$ cat config.mk
export PLATFORM = sky130hd
export DESIGN_NAME = div_unit
export DESIGN_NICKNAME = d
export VERILOG_FILES = /design/src/rtl/div_unit.sv
export SDC_FILE = /design/constraint.sdc
export NUM_CORES = 1
export LEC_CHECK = 0
export ABC_AREA = 1
export BUFFER_PORTS_ARGS = -buffer_cell sky130_fd_sc_hd__buf_2
export CAP_MARGIN = 25
export CELL_PAD_IN_SITES_DETAIL_PLACEMENT = 2
export CELL_PAD_IN_SITES_GLOBAL_PLACEMENT = 2
export CORE_MARGIN = 1
export CORE_UTILIZATION = 33
export CTS_CLUSTER_DIAMETER = 50
export DETAILED_ROUTE_END_ITERATION = 8
export PLACE_DENSITY = 0.94
export SLEW_MARGIN = 15
export SYNTH_ARGS = -nofsm -noshare
export SYNTH_HDL_FRONTEND = slang
export SYNTH_SLANG_ARGS = --single-unit
$ cat constraint.sdc
create_clock -name clk -period 6.3 [get_ports clk]
set_input_delay 0.315 -clock clk [delete_from_list [all_inputs] [get_ports clk]]
set_output_delay 0.315 -clock clk [all_outputs]
set_load 0.005 [all_outputs]
$ cat src/rtl/div_unit.sv
// div_unit: multi-cycle radix-2 restoring integer divider.
// Produces one quotient bit per clock and presents the quotient and remainder
// with a one-cycle write strobe (wenable/wdata feed the result register).
// Optional feature: define DIV_SIGNED_EN to add the signed_op port, which
// selects two's-complement truncating division. Otherwise all operations are
// unsigned.
// state_dbg exposes the FSM state for observation only.
//
// Handshake: start is a request that is sampled only while busy=0. A start
// seen while busy=1 is dropped, not queued. busy rises on the accept edge and
// falls on the edge that ends the single wenable cycle. wdata, rem_out and dbz
// are valid while wenable=1 and hold their values until the next result.
module div_unit #(
   parameter int data_size = 16
) (
   input  logic                 clk,
   input  logic                 rst,
   input  logic                 start,
   input  logic [data_size-1:0] dividend,
   input  logic [data_size-1:0] divisor,
`ifdef DIV_SIGNED_EN
   input  logic                 signed_op,
`endif
   output logic                 busy,
   output logic                 wenable,
   output logic [data_size-1:0] wdata,
   output logic [data_size-1:0] rem_out,
   output logic                 dbz,
   output logic [1:0]           state_dbg
);

   localparam int CW = $clog2(data_size + 1);
   localparam logic [CW-1:0] CNT_INIT = CW'(data_size);

   typedef enum logic [1:0] {
      IDLE = 2'd0,
      RUN  = 2'd1,
      DONE = 2'd2
   } state_t;

   state_t               state;
   logic [CW-1:0]        cnt;
   logic [data_size-1:0] rem;     // partial remainder
   logic [data_size-1:0] quo;     // dividend shifting out / quotient shifting in
   logic [data_size-1:0] dvs;     // captured divisor magnitude
   logic                 neg_q;   // negate quotient at the end
   logic                 neg_r;   // negate remainder at the end

   logic                 op_signed;
   logic [data_size-1:0] dvd_mag;
   logic [data_size-1:0] dvs_mag;

   logic [data_size:0]   shifted;
   logic [data_size:0]   diff;
   logic [data_size-1:0] rem_nxt;
   logic [data_size-1:0] quo_nxt;
   logic [data_size-1:0] q_fin;
   logic [data_size-1:0] r_fin;

`ifdef DIV_SIGNED_EN
   assign op_signed = signed_op;
`else
   assign op_signed = 1'b0;
`endif

   assign state_dbg = state;

   // Operand magnitudes at accept time (identity for unsigned operations)
   always_comb begin
      dvd_mag = dividend;
      dvs_mag = divisor;
      if (op_signed && dividend[data_size-1]) dvd_mag = -dividend;
      if (op_signed && divisor[data_size-1])  dvs_mag = -divisor;
   end

   // One restoring step.
   // The partial remainder is always below dvs, so shifted - dvs lies in
   // [-dvs, dvs-1]. That range fits a (data_size+1)-bit signed value, so the
   // top bit of diff is the sign of the trial subtraction.
   always_comb begin
      shifted = {rem, quo[data_size-1]};
      diff    = shifted - {1'b0, dvs};
      if (diff[data_size]) begin
         rem_nxt = shifted[data_size-1:0];
         quo_nxt = {quo[data_size-2:0], 1'b0};
      end else begin
         rem_nxt = diff[data_size-1:0];
         quo_nxt = {quo[data_size-2:0], 1'b1};
      end
      q_fin = neg_q ? -quo_nxt : quo_nxt;
      r_fin = neg_r ? -rem_nxt : rem_nxt;
   end

   // Control FSM with registered busy/wenable and result outputs
   always_ff @(posedge clk) begin
      if (rst) begin
         state   <= IDLE;
         busy    <= 1'b0;
         wenable <= 1'b0;
         dbz     <= 1'b0;
         wdata   <= '0;
         rem_out <= '0;
         cnt     <= '0;
         rem     <= '0;
         quo     <= '0;
         dvs     <= '0;
         neg_q   <= 1'b0;
         neg_r   <= 1'b0;
      end else begin
         case (state)
            IDLE: begin
               if (start) begin
                  if (divisor != '0) begin
                     dvs   <= dvs_mag;
                     quo   <= dvd_mag;
                     rem   <= '0;
                     cnt   <= CNT_INIT;
                     neg_q <= op_signed & (dividend[data_size-1] ^ divisor[data_size-1]);
                     neg_r <= op_signed & dividend[data_size-1];
                     state <= RUN;
                     busy  <= 1'b1;
                  end else begin
                     wdata   <= '1;
                     rem_out <= dividend;
                     dbz     <= 1'b1;
                     state   <= DONE;
                     busy    <= 1'b1;
                     wenable <= 1'b1;
                  end
               end
            end
            RUN: begin
               rem <= rem_nxt;
               quo <= quo_nxt;
               cnt <= cnt - 1'b1;
               if (cnt == CW'(1)) begin
                  wdata   <= q_fin;
                  rem_out <= r_fin;
                  dbz     <= 1'b0;
                  state   <= DONE;
                  wenable <= 1'b1;
               end
            end
            DONE: begin
               state   <= IDLE;
               busy    <= 1'b0;
               wenable <= 1'b0;
            end
            default: begin
               state   <= IDLE;
               busy    <= 1'b0;
               wenable <= 1'b0;
            end
         endcase
      end
   end

endmodule

; ---- After elaboration in Yosys (flattened, before gate mapping)
; Index checks and enable logic that the tools add are counted.
[op_classes]
n_addsub = 2
n_mul = 0
n_div = 0
n_lt_le_gt_ge = 0
eq_ne = 6
n_shift = 0
mux = 31
n_bitwise = 1
n_reduce_logical = 9
[op_table]
columns = operator, count
row1 = 16-bit two-way mux, 11
row2 = 16-bit one-hot mux with 2 select lines, 4
row3 = 17-bit by 16-bit subtractor with 17-bit output, 1
row4 = 16-bit nonzero test, 1
row5 = 5-bit two-way mux, 2
row6 = 5-bit one-hot mux with 2 select lines, 1
row7 = 3-bit AND reduction, 3
row8 = 2-bit inequality test (second input constant), 4
row9 = 1-bit two-way mux, 6
row10 = 2-bit two-way mux, 3
row11 = 1-bit one-hot mux with 2 select lines, 3
row12 = 5-bit by 1-bit equality test with 1-bit output (second input constant), 1
row13 = 5-bit by 1-bit subtractor with 5-bit output (second input constant), 1
row14 = 2-bit one-hot mux with 2 select lines, 1
row15 = 2-bit AND reduction, 2
row16 = 4-bit AND reduction, 1
row17 = 2-bit by 1-bit equality test with 1-bit output (second input constant), 1
row18 = 2-bit zero test, 1
row19 = 2-bit nonzero test, 1
row20 = 1-bit inverter, 1
[word_totals]
register_bits = 90
latch_bits = 0
mem_bits_rw = 0
rom_bits = 0
input_bits = 35
output_inout_bits = 37
elab_cells = 59
mem_count = 0

; ---- Logic depth before layout (Yosys ltp)
; Gate-level depths: netlist of the first run.
[logic_depth]
ltp_word = 4
ltp_mapped = 17
ltp_nobuf = 16

; ---- Worst setup path after synthesis of the first run
; Ideal clock, no wire load.
[synth_path]
path_kind = register to register
startpoint = reg quo[15]
endpoint = reg rem[6]
setup_ns = 0.057
t_arrival_ns = 1.995
required_time_ns = 6.243
setup_slack_ns = 4.248
path_stages_with_launch = 18
cell_sequence = dfxtp_1 > inv_1 > ha_1 > fa_1 > inv_1 > nand2_1 > nand2_1 > nand3_1 > nand2_1 > nand2_1 > nand2_1 > nand2_1 > nand2_2 > buf_6 > nand3_1 > nand3_1 > nand2_1 > inv_1
[synth_via]
elab_chain_len = 3
[synth_rtl]
columns = element, line
row1 = "start, declared", 44  ; logic [data_size-1:0] quo;
row2 = "start signal, assigned", 115  ; quo <= dvd_mag;
row3 = "start signal, assigned", 134  ; quo <= quo_nxt;
row4 = 17-bit by 16-bit subtractor with 17-bit output, 82  ; diff = shifted - {1'b0, dvs};
row5 = 16-bit two-way mux, 83  ; if (diff[data_size]) begin
row6 = 16-bit one-hot mux with 2 select lines, 110  ; case (state)
row7 = "end signal, assigned", 133  ; rem <= rem_nxt;
row8 = "end, declared", 43  ; logic [data_size-1:0] rem;
; No other way between the ends.
; A chain may end at the register's enable or synchronous reset.

; ---- Worst setup path after layout of the first run
[layout_path]
startpoint = reg state[1], in the netlist state_dbg[1]
endpoint = reg rem_out[14]
[layout_via]
elab_chain_len = 3
elab_cells_between_ends = 8
cone_classes = eq/ne (4) / mux (1) / reduce/logical (3)
[layout_rtl]
columns = element, line
row1 = "start, declared", 41  ; state_t state;
row2 = "start signal, assigned", 97  ; state <= IDLE;
row3 = "start signal, assigned", 120  ; state <= RUN;
row4 = "start signal, assigned", 126  ; state <= DONE;
row5 = 2-bit by 1-bit equality test with 1-bit output / 2-bit zero test (equally long branches), 110
row6 = 2-bit inequality test (no line) / 2-bit nonzero test (equally long branches), --
row7 = 4-bit AND reduction (no line), --
row8 = "end signal, assigned", 124  ; rem_out <= dividend;
row9 = "end signal, assigned", 138  ; rem_out <= r_fin;
row10 = "end, declared", 27  ; output logic [data_size-1:0] rem_out,
; Parallel ways exist; a longest one is shown, timed or not.

==> impl_summary.txt, run 1 <==
----------------------------------------------------
[Run status]
  Result of the run ... finished, final reports clean

[Routing]
  Via Count ... 5,362
  Routed length per instance ... 20.77 um
  Iteration-0 DRC count of the detailed router ... 222
  Average via count per standard cell ... 5.346
  Detailed-router iteration count before antenna repair ... 4
  Residual antenna-violating net count after detailed routing ... 0
  DRC ... 0
  Final Routed Wirelength ... 20,830 um

[Worst setup path]
  Worst reg-to-reg setup slack ... 3.18 ns
  Critical path's most frequent cell ... sky130_fd_sc_hd__nor2_1
  Critical Path Start Type ... flop
  Worst Path Max Fanout ... 51
  Launch instance of the worst register-to-register path ... state_dbg[1]
  Kind of critical path ... reg -> reg
  Data arrival time at the worst-slack endpoint ... 3.43 ns
  Origin of the worst setup path ... state_dbg[1]
  Crit path max-delay family ... buffers and inverters
  Cell chain of the critical path ... nor2_4 > buf_4 > inv_2 > nor2_1 > nor2_2 > nand3_4 > inv_2 > nor2_1 > nor2_1 > nand2_1 > inv_1
  Worst path required time ... 6.61 ns
  CP Buf/Inv Count ... 4
  Slowest library cell on the worst path ... sky130_fd_sc_hd__inv_2
  CP max stage delay ... 0.55 ns
  Setup crit end kind ... flop

[Placed design]
  DPL Wire Length ... 14,230 um
  Count of buffers inserted at the top-level ports ... 71
  Global placer's final weighted congestion ... 0.7968
  Placed Cells ... 988

[GRT]
  Global route overflow ... 0
  Global-route wire length before repair ... 31,890 um
  Global routing usage summed across all routing layers ... 28.08%
  Pin count of the biggest net entering global routing ... 55
  Vias in the first global route ... 5,843
  Initial antenna violation count ... 0

[Die]
  Horiz. Die Dim ... 124.1 um
  Number of standard-cell rows in the floorplan ... 44
  Die Span Y ... 124.1 um
  Placeable core region ... 14,530 um2
  I/O pin cnt ... 72
  Die outline area ... 15,410 um2
  Starting Density ... 33.87%

[Logic synthesis]
  Area of the mapped netlist ... 4922 um2
  Ys Warns ... 0
  Average cell area after synthesis ... 6.468 um2
  Flops & latches, synth ... 90
  Synthesized Nets ... 815
  Largest area contributor in the netlist ... sky130_fd_sc_hd__dfxtp_1
  Count of mapped cells out of synthesis ... 761
  Top cell type's share of synthesized area ... 36.60%
  Leading cell types by total area after synthesis ... sky130_fd_sc_hd__dfxtp_1 (37%), sky130_fd_sc_hd__nand2_1 (15%), sky130_fd_sc_hd__inv_1 (8.8%)
  Fraction of registers with async set or reset after synthesis ... 0%
  Number of synthesized flops with an enable pin ... 0
  Primary flip-flop cell chosen by synthesis mapping ... sky130_fd_sc_hd__dfxtp_1
  Share of the yosys chip area belonging to registers ... 36.60%
  Number of distinct standard cells referenced by the synthesized netlist ... 32

[Run]
  Max-cap violation count ... 0

[Layout]
  Layout cells sized above 1 ... 12.09%
  Layout overhead on the synthesized area ... 15.56%
  Post-layout net count ... 869
  Antenna fix cells ... 0
  Layout Cells excl Fill ... 1,003

[Timing]
  Period utilization ... 49.45%
  Transition at the pin with the smallest max-transition slack ... 0.9376 ns
  Headroom to the max-slew limit ... 37.43%
  Fmax ... 321.0 MHz
  Unrepaired setup endpoints after global routing ... no
  Slew Limit Fails ... 0
  Post-Route Setup TNS ... 0 ns
  Setup-failing EPs final ... 0
  Min cycle time layout ... 3.115 ns
  Clk_skew ... 0.01511 ns
  Final Hold Fails ... 0

[Clocking]
  Number of buffers added by the clock tree synthesis step ... 9
  Worst skew pair latency ... 0.37 ns
  CTS Root Buffer Type ... sky130_fd_sc_hd__clkbuf_16
  Post-CTS clock slew at the launch and capture registers of the worst setup and hold paths ... 0.07 ns
  Number of buffers inserted for hold repair after clock tree synthesis ... 0
  # resized after CTS ... 0
  CTS H-tree lvls ... 3
  Clock Sink Count ... 90
  Number of setup buffers added after CTS ... 0
  Largest buffer count on any clock path ... 2
  Clock tree from TritonCTS ... built

[Worst hold path]
  Worst hold path startpoint ... dividend[11]
  Min-delay worst type ... in -> reg

[Power]
  Worst IR Drop VDD ... 0.2597 mV
  Lkg Pwr ... 2.967 nW
  PwrDens ... 323.7 nW/um2

----------------------------------------------------
-- synth_stat cells, drive strengths merged, types with 4 or more instances --
library cell	count
nand2	199
inv	119
dfxtp	90
nand3	85
nor2	81
a21oi	45
o21ai	36
clkbuf	19
ha	18
a31oi	16
buf	13
o22ai	13
xor2	6
nand4	5
and2	4
nor3	4
-- flip-flops by register name (all words and copies together), names as in the netlist, 2 cells and up --
name       cells
rem           16
dvs           16
state_dbg      2
rem_out       16
wdata         16
quo           16
cnt            5
-- per-stage QoR --
step | utilization [%] | power (mW) | hold WS, ns | area [um2] | worst slack (ns)
after detailed placement | 37.09 | 1.230 | 0.4616 | 5390 | 3.331
after floorplan | - | 1.042 | 0.4274 | 4922 | 4.248
final | 39.14 | 1.841 | 0.2394 | 5688 | 3.185
after global placement | 37.09 | 1.182 | 0.4536 | 5390 | 3.686
after global routing | 39.14 | 1.936 | 0.2424 | 5688 | 2.964
after CTS | 39.14 | 1.849 | 0.2371 | 5688 | 3.217
-- layout make-up --
type                            instances  area (um2)
Fill cell                            1801        8846
Multi-Input combinational cell        519        2522
Sequential cell                        90        1802
Inverter                              120       450.4
Timing Repair Buffer                   75       385.4
Tap cell                              184       230.2
Clock buffer                            9       225.2
Clock inverter                          6       72.57
-- worst register-to-register path, stage by stage, from the launching register on --
cell	delay, ns
sky130_fd_sc_hd__dfxtp_1	0.48
sky130_fd_sc_hd__nor2_4	0.07
sky130_fd_sc_hd__buf_4	0.30
sky130_fd_sc_hd__inv_2	0.51
sky130_fd_sc_hd__nor2_1	0.22
sky130_fd_sc_hd__nor2_2	0.21
sky130_fd_sc_hd__nand3_4	0.26
sky130_fd_sc_hd__inv_2	0.55
sky130_fd_sc_hd__nor2_1	0.18
sky130_fd_sc_hd__nor2_1	0.15
sky130_fd_sc_hd__nand2_1	0.08
sky130_fd_sc_hd__inv_1	0.06
-- per-layer routing --
layer,track usage (%),vias to the layer above,wire length (um)
met5,0,-,0
met4,12.95,0,875
met3,4.945,67,699
met2,51.90,130,10790
met1,30.87,2633,8471
li1,-,2532,-
-- cells in the final DEF (no fill, tap or decap), types with 16 or more instances in the layout --
master,Yosys,final
sky130_fd_sc_hd__a31oi_1,16,16
sky130_fd_sc_hd__inv_1,116,116
sky130_fd_sc_hd__nand2_1,197,197
sky130_fd_sc_hd__o21ai_0,35,35
sky130_fd_sc_hd__ha_1,18,18
sky130_fd_sc_hd__dfxtp_1,90,90
sky130_fd_sc_hd__a21oi_1,45,45
sky130_fd_sc_hd__nand3_1,84,84
sky130_fd_sc_hd__nor2_1,79,79
sky130_fd_sc_hd__buf_2,8,71
-- power by group --
group	switching [mW]	internal, mW	total [mW]
logic	0.393	0.171	0.565
clock network	0.276	0.313	0.589
registers	0.0508	0.637	0.688
-- path summary, 6_finish.rpt --
kind	to	depth (start not counted)
max	rem_out[14]	11
min	quo[11]	3
max reg2reg	rem_out[14]	11
min reg2reg	wenable	2
-- cells by family after synthesis --
| kind of cell | count (synthesis) | share of synthesized area, % |
|---|---|---|
| AO/OA/AOI/OAI | 113 | 12.53 |
| buffers and inverters | 152 | 12.25 |
| AND/OR/NAND/NOR | 380 | 32.38 |
| flip-flops | 90 | 36.60 |
| XOR/XNOR | 7 | 1.246 |
| adder cells (fa/ha/maj) | 19 | 4.982 |
(Power assumes the default switching activity.)
==> inputs of run 2 (changes only) <==
--- a/config.mk
+++ b/config.mk
@@ -5,16 +5,16 @@
 export SDC_FILE = /design/constraint.sdc
 export NUM_CORES = 1
 export LEC_CHECK = 0
-export ABC_AREA = 1
+export ABC_AREA = 0
 export BUFFER_PORTS_ARGS = -buffer_cell sky130_fd_sc_hd__buf_2
 export CAP_MARGIN = 25
 export CELL_PAD_IN_SITES_DETAIL_PLACEMENT = 2
 export CELL_PAD_IN_SITES_GLOBAL_PLACEMENT = 2
 export CORE_MARGIN = 1
-export CORE_UTILIZATION = 33
+export CORE_UTILIZATION = 30
 export CTS_CLUSTER_DIAMETER = 50
 export DETAILED_ROUTE_END_ITERATION = 8
-export PLACE_DENSITY = 0.94
+export PLACE_DENSITY = 0.86
 export SLEW_MARGIN = 15
 export SYNTH_ARGS = -nofsm -noshare
 export SYNTH_HDL_FRONTEND = slang
==> constraint.sdc (replaced) <==
create_clock -name clk -period 2.5 [get_ports clk]
set_input_delay 0.125 -clock clk [delete_from_list [all_inputs] [get_ports clk]]
set_output_delay 0.125 -clock clk [all_outputs]
set_load 0.005 [all_outputs]
==> run 2 against run 1 <==
Against the previous run:
- sequential power increased to 2.7 times the previous value
- highest routed layer unchanged
- worst hold slack worse by 0.23 ns
- critical endpoint is now rem[15]
- synthesized cell count decreased by 23%
- cell count decreased by 9.4%
- the run now ends with setup timing left
==> impl_summary.txt, run 2 <==
----------------------------------------------------
[Logic synthesis]
  Top cell type's share of synthesized area ... 38.59% (+2.0 points)
  Most numerous cell types in the synthesized netlist ... sky130_fd_sc_hd__nand2_1 (100), sky130_fd_sc_hd__dfxtp_1 (90), sky130_fd_sc_hd__nor2_1 (78)
  Largest area contributor in the netlist ... sky130_fd_sc_hd__dfxtp_1
  Top-count cell post-synth ... sky130_fd_sc_hd__nand2_1
  Fraction of registers with async set or reset after synthesis ... 0% (unchanged)
  Number of synthesized flops with an enable pin ... 0 (unchanged)
  Ys Warns ... 0 (unchanged)
  Primary flip-flop cell chosen by synthesis mapping ... sky130_fd_sc_hd__dfxtp_1
  Flops & latches, synth ... 90 (unchanged)
  Area of the mapped netlist ... 4669 um2 (-5.1%)
  Count of mapped cells out of synthesis ... 583 (-23%)
  Average cell area after synthesis ... 8.009 um2 (+24%)
  Share of the yosys chip area belonging to registers ... 38.59% (+2.0 points)
  Number of distinct standard cells referenced by the synthesized netlist ... 58 (+81%)
  Synthesized Nets ... 637 (-22%)
  Leading cell types by total area after synthesis ... sky130_fd_sc_hd__dfxtp_1 (39%), sky130_fd_sc_hd__nand2_1 (8.0%), sky130_fd_sc_hd__nor2_1 (6.3%)

[GRT]
  Pin count of the biggest net entering global routing ... 36 (-35%)
  Global routing usage summed across all routing layers ... 31.26% (+3.2 points)
  Vias in the first global route ... 5,978 (+2.3%)
  Initial antenna violation count ... 0 (unchanged)
  Global route overflow ... 0 (unchanged)
  Global-route wire length before repair ... 37,090 um (+16%)

[Layout]
  Layout cells sized above 1 ... 34.67% (+23 points)
  Antenna fix cells ... 0 (unchanged)
  Layout Cells excl Fill ... 909 (-9.4%)
  Leading cell type in the layout, fill and taps excluded ... sky130_fd_sc_hd__nand2_1
  Commonest cells after routing, fill and taps aside ... sky130_fd_sc_hd__nand2_1 (99), sky130_fd_sc_hd__dfxtp_1 (80), sky130_fd_sc_hd__nor2_1 (76), sky130_fd_sc_hd__buf_2 (71), sky130_fd_sc_hd__buf_4 (66)
  Layout overhead on the synthesized area ... 41.32%
  Core occupancy in the finished layout ... 43.41% (+4.3 points)
  Post-layout net count ... 770 (-11%)

[Worst setup path]
  Crit path max-delay family ... compound AO/OA/AOI/OAI gates
  Data arrival time at the worst-slack endpoint ... 3.21 ns (-0.22 ns)
  Setup crit end kind ... flop
  CP max stage delay ... 0.48 ns (-0.07 ns)
  CP Buf/Inv Count ... 4 (unchanged)
  Worst reg2reg path depth ... 12 (+1)
  Kind of critical path ... reg -> reg
  Cell chain of the critical path ... inv_1 > fa_2 > nor2b_4 > o31ai_4 > a211oi_4 > buf_6 > buf_6 > a21o_4 > buf_4 > a2111oi_4 > a311oi_4 > a21o_1
  Slowest library cell on the worst path ... sky130_fd_sc_hd__a2111oi_4
  Critical path's most frequent cell ... sky130_fd_sc_hd__buf_6
  Worst Path Max Fanout ... 3 (-94%)
  Worst path required time ... 2.75 ns (-3.86 ns)
  Critical Path Start Type ... flop
  WP depth ... 12 (+1)

[Routing]
  Routed length per instance ... 29.38 um (+41%)
  Average via count per standard cell ... 6.030 (+13%)
  Final Routed Wirelength ... 26,710 um (+28%)
  Iteration-0 DRC count of the detailed router ... 387 (+74%)
  DRC ... 0 (unchanged)
  Detailed-router iteration count before antenna repair ... 7 (+3)
  Residual antenna-violating net count after detailed routing ... 0 (unchanged)
  Via Count ... 5,481 (+2.2%)

[Placed design]
  Global placer's final weighted congestion ... 0.8820 (+11%)
  Placed Cells ... 867 (-12%)
  DPL Wire Length ... 14,680 um (+3.1%)
  Count of buffers inserted at the top-level ports ... 71 (unchanged)

[Timing]
  PnR worst setup slack ... -0.4609 ns (-3.646 ns)
  Final Hold Fails ... 0 (unchanged)
  Fmax ... 337.7 MHz (+5.2%)
  Setup-failing EPs final ... 34 (+34)
  Transition at the pin with the smallest max-transition slack ... 0.9359 ns (-0.001672 ns)
  Headroom to the max-slew limit ... 37.46% (about the same)
  Min cycle time layout ... 2.961 ns (-0.1542 ns)
  Period utilization ... 118.4% (+69 points)
  Slew Limit Fails ... 0 (unchanged)
  Post-Route Setup TNS ... -11.38 ns (-11.38 ns)
  Clk_skew ... 0.007391 ns (-0.007717 ns)
  Unrepaired setup endpoints after global routing ... yes

[Clocking]
  Worst skew pair latency ... 0.37 ns (about the same)
  Clock Sink Count ... 90 (unchanged)
  Post-CTS clock slew at the launch and capture registers of the worst setup and hold paths ... 0.07 ns (about the same)
  Number of buffers inserted for hold repair after clock tree synthesis ... 0 (unchanged)
  CTS Root Buffer Type ... sky130_fd_sc_hd__clkbuf_16
  Largest buffer count on any clock path ... 2 (unchanged)
  CTS H-tree lvls ... 3 (unchanged)
  Clock tree from TritonCTS ... built
  Number of buffers added by the clock tree synthesis step ... 9 (unchanged)

[Die]
  Die outline area ... 16,070 um2 (+4.3%)
  Die Span Y ... 126.8 um (+2.1%)
  Horiz. Die Dim ... 126.8 um (+2.1%)
  Number of standard-cell rows in the floorplan ... 45 (+2.3%)
  I/O pin cnt ... 72 (unchanged)
  Placeable core region ... 15,200 um2 (+4.6%)
  Starting Density ... 30.72% (-3.2 points)

[Power]
  PwrDens ... 1314 nW/um2 (+310%)
  Portion of total power attributed to the clock network ... 18.0% (-14 points)
  Cell internal pwr ... 4.833 mW (+330%)
  Sequential Power Share ... 21.6% (-16 points)
  Worst IR Drop VDD ... 0.5682 mV (+120%)
  Lkg Pwr ... 2.741 nW (-7.6%)
  Switching power ... 3.840 mW (+430%)
  Combinational Power Share ... 60.4% (+30 points)
  Switching share of power ... 44.28% (+5.2 points)

[Run status]
  Violated checks ... setup timing
  Result of the run ... finished with violations

[Worst hold path]
  Number of cells on the worst hold path ... 3 (unchanged)
  Min-delay worst type ... in -> reg

[Run]
  Max-cap violation count ... 0 (unchanged)

----------------------------------------------------
-- run 2: changes by cell type after synthesis, moves of 13 or more --
cell and change:
sky130_fd_sc_hd__a311oi_1 +17, sky130_fd_sc_hd__inv_1 -87, sky130_fd_sc_hd__nand2_1 -97, sky130_fd_sc_hd__nand3_1 -82
sky130_fd_sc_hd__nor3_1 +18, sky130_fd_sc_hd__o21ai_0 -16, sky130_fd_sc_hd__o21ai_1 +14, sky130_fd_sc_hd__o22ai_1 -13
-- run 2: final timing paths --
path	from	end	slack, ns
worst max-delay path	rem[0]	rem[15]	-0.46
worst min register to register	dvs[14]	dvs[14]	0.47
worst min-delay path	divisor[14]	dvs[14]	0.01
worst max register to register	rem[0]	rem[15]	-0.46
-- run 2: area by class of cell --
class	count	area (um2)
clock inverter	5	85.08
tap	188	235.2
sequential	90	1817
fill	1682	8603
multi-input combinational	434	3082
clock buffer	11	242.7
inverter	29	108.9
timing repair buffer	152	1028
-- run 2: per-stage QoR --
step	instance area (um2)	power (mW)	hold WS [ns]	setup slack (ns)
3_3_place_gp	5602	4.685	0.3816	-0.1479
4_1_cts	6404	7.731	0.01239	-0.1914
3_5_place_dp	5602	4.939	0.3913	-0.4338
5_1_grt	6599	8.861	0.01867	-0.4896
2_1_floorplan	4700	3.763	0.2610	-0.02610
6_report	6599	8.672	0.01428	-0.4609
-- run 2: what timing repair did --
item / 4_1_cts / 5_1_grt
endpoints found under the setup margin: 47 / 34
gates resized for setup: 75 / 26
setup buffers: 15 / 11
cloned: 2 / 0
pin swaps: 29 / 21
-- run 2: routing by layer --
layer  vias up  track usage (%)  routed length [um]
li1       2334                -                   -
met1      2736            32.87                9713
met2       271            56.74               13600
met3       140            5.567                1315
met4         0            21.78                2081
met5         -                0                   0
-- run 2: power groups by stage --
stage               clock network, mW  registers [mW]  logic [mW]
floorplan                           0            1.79        1.97
finish                           1.56            1.87        5.24
CTS                              1.55            1.84        4.35
global route                     1.60            1.88        5.38
global placement                    0            1.82        2.87
detailed placement                  0            1.84        3.10
-- run 2: worst register-to-register path: stages, from the launching register on --
cell and delay (ns):
sky130_fd_sc_hd__dfxtp_2 0.35, sky130_fd_sc_hd__inv_1 0.21, sky130_fd_sc_hd__fa_2 0.32, sky130_fd_sc_hd__nor2b_4 0.06
sky130_fd_sc_hd__o31ai_4 0.31, sky130_fd_sc_hd__a211oi_4 0.14, sky130_fd_sc_hd__buf_6 0.15, sky130_fd_sc_hd__buf_6 0.11
sky130_fd_sc_hd__a21o_4 0.22, sky130_fd_sc_hd__buf_4 0.15, sky130_fd_sc_hd__a2111oi_4 0.48, sky130_fd_sc_hd__a311oi_4 0.11
sky130_fd_sc_hd__a21o_1 0.24
-- run 2: cell families (layout without fill, tap and decap cells) --
group | after synthesis | after routing | share of synthesized area (%)
AOI/OAI and AO/OA | 161 | 162 | 25.78
xor gates and xnor gates | 12 | 12 | 2.251
adders and majority gates | 19 | 19 | 5.252
buffers and inverters | 60 | 197 | 5.064
DFF | 90 | 90 | 38.59
muxes | 10 | 10 | 2.144
and+or+nand+nor | 231 | 231 | 20.93
